==> src/rtl/flag_window_ctrl_pkg.sv <==
// Shared types and defaults for the flag window controller and its detector.
package flag_window_ctrl_pkg;

    localparam int LEN_W_DEF = 8;
    localparam int CNT_W_DEF = 4;

    typedef enum logic [1:0] {
        ST_IDLE = 2'd0,
        ST_LOAD = 2'd1,
        ST_RUN  = 2'd2,
        ST_DONE = 2'd3
    } ctrl_state_t;

    typedef enum logic [2:0] {
        DET_NONE  = 3'd0,
        DET_ZERO  = 3'd1,
        DET_ONES1 = 3'd2,
        DET_ONES2 = 3'd3,
        DET_ONES3 = 3'd4,
        DET_ONES4 = 3'd5,
        DET_ONES5 = 3'd6,
        DET_MATCH = 3'd7
    } det_state_t;

    // A sixth one drops back to NONE so matching waits for a fresh opening zero;
    // MATCH behaves like ZERO because the closing zero opens the next flag.
    function automatic det_state_t det_next(input det_state_t s, input logic b);
        det_state_t n;
        n = DET_NONE;
        case (s)
            DET_NONE:  n = b ? DET_NONE  : DET_ZERO;
            DET_ZERO:  n = b ? DET_ONES1 : DET_ZERO;
            DET_ONES1: n = b ? DET_ONES2 : DET_ZERO;
            DET_ONES2: n = b ? DET_ONES3 : DET_ZERO;
            DET_ONES3: n = b ? DET_ONES4 : DET_ZERO;
            DET_ONES4: n = b ? DET_ONES5 : DET_ZERO;
            DET_ONES5: n = b ? DET_NONE  : DET_MATCH;
            DET_MATCH: n = b ? DET_ONES1 : DET_ZERO;
            default:   n = DET_NONE;
        endcase
        return n;
    endfunction

endpackage

==> src/rtl/flag_window_ctrl_det_core.sv <==
// Serial detector for the flag 0,1,1,1,1,1,0; steps only when adv is high.
module flag_det_core
    import flag_window_ctrl_pkg::*;
(
    input  logic clk,
    input  logic rst,
    input  logic clr,
    input  logic adv,
    input  logic in_bit,
    output logic hit,
    output logic matched
);

    det_state_t state;

    always_ff @(posedge clk) begin
        if (!rst || clr) begin
            state <= DET_NONE;
        end else if (adv) begin
            state <= det_next(state, in_bit);
        end
    end

    assign hit     = adv && (state == DET_ONES5) && !in_bit;
    assign matched = (state == DET_MATCH);

endmodule

==> src/rtl/flag_window_ctrl.sv <==
// Runs the flag detector over a programmed window of serial bits and counts flags.
module flag_window_ctrl
    import flag_window_ctrl_pkg::*;
#(
    parameter int LEN_W = LEN_W_DEF,
    parameter int CNT_W = CNT_W_DEF
)
(
    input  logic             clk,
    input  logic             rst,
    input  logic             start,
    input  logic [LEN_W-1:0] window_len,
    input  logic             abort,
    input  logic             in_valid,
    input  logic             in_bit,
    output logic             in_ready,
    output logic             busy,
    output logic             done,
    output logic [CNT_W-1:0] hit_count,
    output logic             overflow
);

    localparam logic [CNT_W-1:0] CNT_MAX = '1;

    ctrl_state_t      state;
    ctrl_state_t      state_nxt;
    logic [LEN_W-1:0] remaining;
    logic             consume;
    logic             last_bit;
    logic             det_hit;
    logic             det_matched_unused;

    // Abort beats a simultaneous bit, so that bit is never consumed.
    assign consume  = in_valid && in_ready && !abort;
    assign last_bit = consume && (remaining == LEN_W'(1));

    flag_det_core u_det (
        .clk     (clk),
        .rst     (rst),
        .clr     (state == ST_LOAD),
        .adv     (consume),
        .in_bit  (in_bit),
        .hit     (det_hit),
        .matched (det_matched_unused)
    );

    always_ff @(posedge clk) begin
        if (!rst) begin
            state <= ST_IDLE;
        end else begin
            state <= state_nxt;
        end
    end

    always_comb begin
        state_nxt = state;
        case (state)
            ST_IDLE: if (start) state_nxt = ST_LOAD;
            ST_LOAD: state_nxt = (remaining == '0) ? ST_DONE : ST_RUN;
            ST_RUN: begin
                if (abort) begin
                    state_nxt = ST_IDLE;
                end else if (last_bit) begin
                    state_nxt = ST_DONE;
                end
            end
            ST_DONE: state_nxt = ST_IDLE;
            default: state_nxt = ST_IDLE;
        endcase
    end

    always_comb begin
        in_ready = (state == ST_RUN);
        busy     = (state == ST_LOAD) || (state == ST_RUN);
        done     = (state == ST_DONE);
    end

    // Count and overflow survive DONE and abort; only LOAD or reset clears them.
    always_ff @(posedge clk) begin
        if (!rst) begin
            remaining <= '0;
            hit_count <= '0;
            overflow  <= 1'b0;
        end else begin
            if (state == ST_IDLE && start) begin
                remaining <= window_len;
            end
            if (state == ST_LOAD) begin
                hit_count <= '0;
                overflow  <= 1'b0;
            end
            if (consume) begin
                remaining <= remaining - LEN_W'(1);
                if (det_hit) begin
                    if (hit_count == CNT_MAX) begin
                        overflow <= 1'b1;
                    end else begin
                        hit_count <= hit_count + CNT_W'(1);
                    end
                end
            end
        end
    end

endmodule

==> config.mk <==
export PLATFORM = sky130hd
export DESIGN_NAME = flag_window_ctrl
export DESIGN_NICKNAME = d
export VERILOG_FILES = /design/src/rtl/flag_window_ctrl_pkg.sv /design/src/rtl/flag_window_ctrl_det_core.sv /design/src/rtl/flag_window_ctrl.sv
export SDC_FILE = /design/constraint.sdc
export NUM_CORES = 1
export LEC_CHECK = 0
export BUFFER_PORTS_ARGS = -buffer_cell sky130_fd_sc_hd__buf_4
export CORE_UTILIZATION = 45
export CTS_CLUSTER_SIZE = 25
export DETAILED_ROUTE_END_ITERATION = 8
export HOLD_SLACK_MARGIN = 0.05
export PLACE_DENSITY = 0.67
export SLEW_MARGIN = 20
export SYNTH_ARGS = -nofsm -noshare
export SYNTH_HDL_FRONTEND = slang
export SYNTH_SLANG_ARGS = --single-unit
==> constraint.sdc <==
create_clock -name clk -period 1.8 [get_ports clk]
set_input_delay 0.36 -clock clk [delete_from_list [all_inputs] [get_ports clk]]
set_output_delay 0.36 -clock clk [all_outputs]
set_load 0.01 [all_outputs]
==> results.md <==
* CP Cell Sequence: buf_4, inv_1, ha_1, nand2b_1, and4_4, o311a_1
* Clk_lat worst skew at roughly 0.30 ns
* Critical Path RT at 1.99 ns
* Synth warnings at 0
* Die Footprint at 2724 um^2
* Post-DRT Antenna Nets at 0
* Slew Viols, Final at 0
* Core area at 2297 um^2
* Mean Syn Cell Area at 8.588 um^2
* RSZ-0062 raised after global routing: no
* Synth async-reset ratio at 0%
* TritonCTS Sinks at 18
* Top cells by count, synth: 18 x dfxtp_1, 10 x inv_1, 9 x ha_1
* Via count at 1,111
* R2r setup slk at 0.12 ns
* Synth Flop Type: dfxtp_1
* Starting density of the core at 49.35%
* # DRC at 0
* Post-CTS Setup Bufs at 0
* WP depth at 6
* Hold Path Class: input port to flip-flop
* Synth area leader: dfxtp_1
* Via/cell ratio at 5.973
* Inserted Clock Buffers at 3
* Clock Path Buffers at 2
* FF-to-FF End: state[1]
* DP HPWL at 1.997 mm
* FF+latch count, synth at 18
* TritonCTS clock tree: done
* Unique masters post-synth at 44
* Worst r2r path cells at 6
* Largest net degree at the start of global routing at 13
* FMAX at 0.5950 GHz
* Synthesized Nets at 155
* Sequential-to-total area share from yosys stat at 31.79%
* Worst Setup EP: state[1]
* CP top delay family: simple AND/OR/NAND/NOR gates
* Max-cap check violation count at 0
* # IOs at 22
* Setup Skew at 0.008151 ns
* Synthesized area at 1134 um^2
* Final setup vio count at 0
* Routed len/inst at 14.68 um
* Drt pass-1 iters at 4
* Most common cell in the synthesized netlist: dfxtp_1
* Crit Reg-Reg Startpoint: state[1]
* PD cells at 1000 nW/um^2
* Std cell rows at 17
* DRT Wirelength at 2.730 mm
* Share of layout cells above drive strength 1 at 23.42%
* Largest stage delay, worst path at about 0.33 ns
* Total Power at 1.379 mW
* DIE WIDTH at 52.19 um
* Number of synthesized flops with an enable pin at 0
* Final hold vios at 0
* First-pass GRT wire length at about 4.5 mm
* Initial antenna violation count at 0
* Max VDD drop at 707.3 uV
* Critical path launch point: state[1]
* Post-route minimum period at between 1.5 and 2 ns
* Final #Nets at ~180
* Area contributors post-synth: dfxtp_1 32%, ha_1 9.9%, a21oi_1 3.5%
* Final estimated routing congestion in global placement at 0.8084
* Setup_tns at 0 ns
* Grt ovf at 0
* CP max stage cell: dfxtp_1
* Slew @ Worst Pin at 0.4092 ns
* Final Cycle Share at 93.38%
* Startpoint Class: flip-flop
* Gate Count Post-Synth at 132
* Hold buffers post-CTS at 0
* Port buffer count at 21
* Status: finished clean
* Yosys top cell area share at 31.79%
* H-tree depth at 1
* Crit path capture type: flip-flop
* Number of DRC markers in iteration 0 at 17
* Slew margin rel. at 72.64%
* Number of global-route vias before repair at 1,015
* Clk pin slew, worst setup/hold paths at between 0.1 and 0.15 ns
* CP max FO at 7
* N_diodes at 0
* Crit Path Class: flip-flop to flip-flop
* Buf/Inv on CP at 2
* Die span in y at 52.19 um
* Root buffer cell: clkbuf_4
* WP data arrival at 1.87 ns
* Resize count post-CTS at 0
* Area growth from synthesis to layout at 21.63%
* GRT Util Overall at 22.22%
* Leak at between 0.5 and 0.6 nW
==> metrics by stage <==
step	worst slack [ns]	utilization (%)	hold WS, ns	cells	instance area, um^2
after CTS	0.04303	59.75	0.3484	186	1373
after global placement	0.1440	58.17	0.5018	182	1336
after detailed placement	0.06740	58.17	0.4870	182	1336
after floorplan	0.2626	-	0.4520	132	1134
final	0.1192	60.02	0.3475	186	1379
after global routing	0.01574	60.02	0.3505	186	1379
==> cell type report <==
class,instances,area [um^2]
clock buffers,4,36.28
fillers,209,918.4
inverters,10,37.54
multi-input cells,101,721.9
flip-flops and latches,18,360.3
well taps,28,35.03
repair buffers,25,187.7
==> cells in the final DEF, fill, tap and decap left out, types with 3 or more instances in the layout <==
| cell | netlist | final |
|---|---|---|
| clkbuf_4 | 0 | 3 |
| a211oi_1 | 4 | 4 |
| nand3b_1 | 3 | 3 |
| nand3_1 | 6 | 5 |
| o21ai_0 | 8 | 8 |
| nor2_1 | 7 | 7 |
| buf_4 | 0 | 25 |
| nand2b_1 | 4 | 4 |
| a31oi_1 | 5 | 5 |
| a21oi_1 | 8 | 8 |
| nor3_1 | 4 | 4 |
| nand4_1 | 3 | 3 |
| nand2_1 | 7 | 7 |
| and3_1 | 3 | 3 |
| ha_1 | 9 | 9 |
| inv_1 | 10 | 10 |
| dfxtp_1 | 18 | 18 |
==> state kept, by name, indices dropped and copies added, names as in the netlist <==
register,count
hit_count,4
overflow,1
state,2
remaining,8
u_det.state,3
==> logic make-up (layout without fill, tap and decap cells) <==
logic type	count (synthesis)	after routing	share of synthesized area, %
buf+inv	13	39	5.077
fa+ha+maj	9	9	9.934
compound gates	39	39	23.18
xor+xnor	3	3	2.318
flops	18	18	31.79
mux	2	2	1.876
simple gates	48	48	25.83
==> worst register-to-register path, cell delays in order, from the launching register on <==
cell and delay [ns]:
dfxtp_1 0.33, buf_4 0.14, inv_1 0.09, ha_1 0.32
nand2b_1 0.14, and4_4 0.22, o311a_1 0.33
==> how the worst min path moves through the flow <==
stage,startpoint,endpoint,slack [ns],cells after the start
2_1_floorplan,remaining[7],remaining[7],0.45,2
3_3_place_gp,remaining[7],remaining[7],0.50,2
3_5_place_dp,remaining[7],remaining[7],0.49,2
4_1_cts,window_len[2],remaining[2],0.35,3
5_1_grt,window_len[2],remaining[2],0.35,3
6_report,window_len[2],remaining[2],0.35,3
==> where the power goes <==
| group | internal [mW] | switching [mW] | total (mW) |
|---|---|---|---|
| Clock | 0.123 | 0.138 | 0.262 |
| Combinational | 0.274 | 0.329 | 0.603 |
| Sequential | 0.457 | 0.0573 | 0.514 |
| Total | 0.854 | 0.524 | 1.38 |
==> layer usage <==
layer	track usage, %	wire [um]	vias to the layer above
li1	-	-	551
met1	29.43	1289	513
met2	36.11	1272	41
met3	3.768	141	6
met4	7.895	26	0
met5	0	0	-
(Power assumes the default switching activity.)
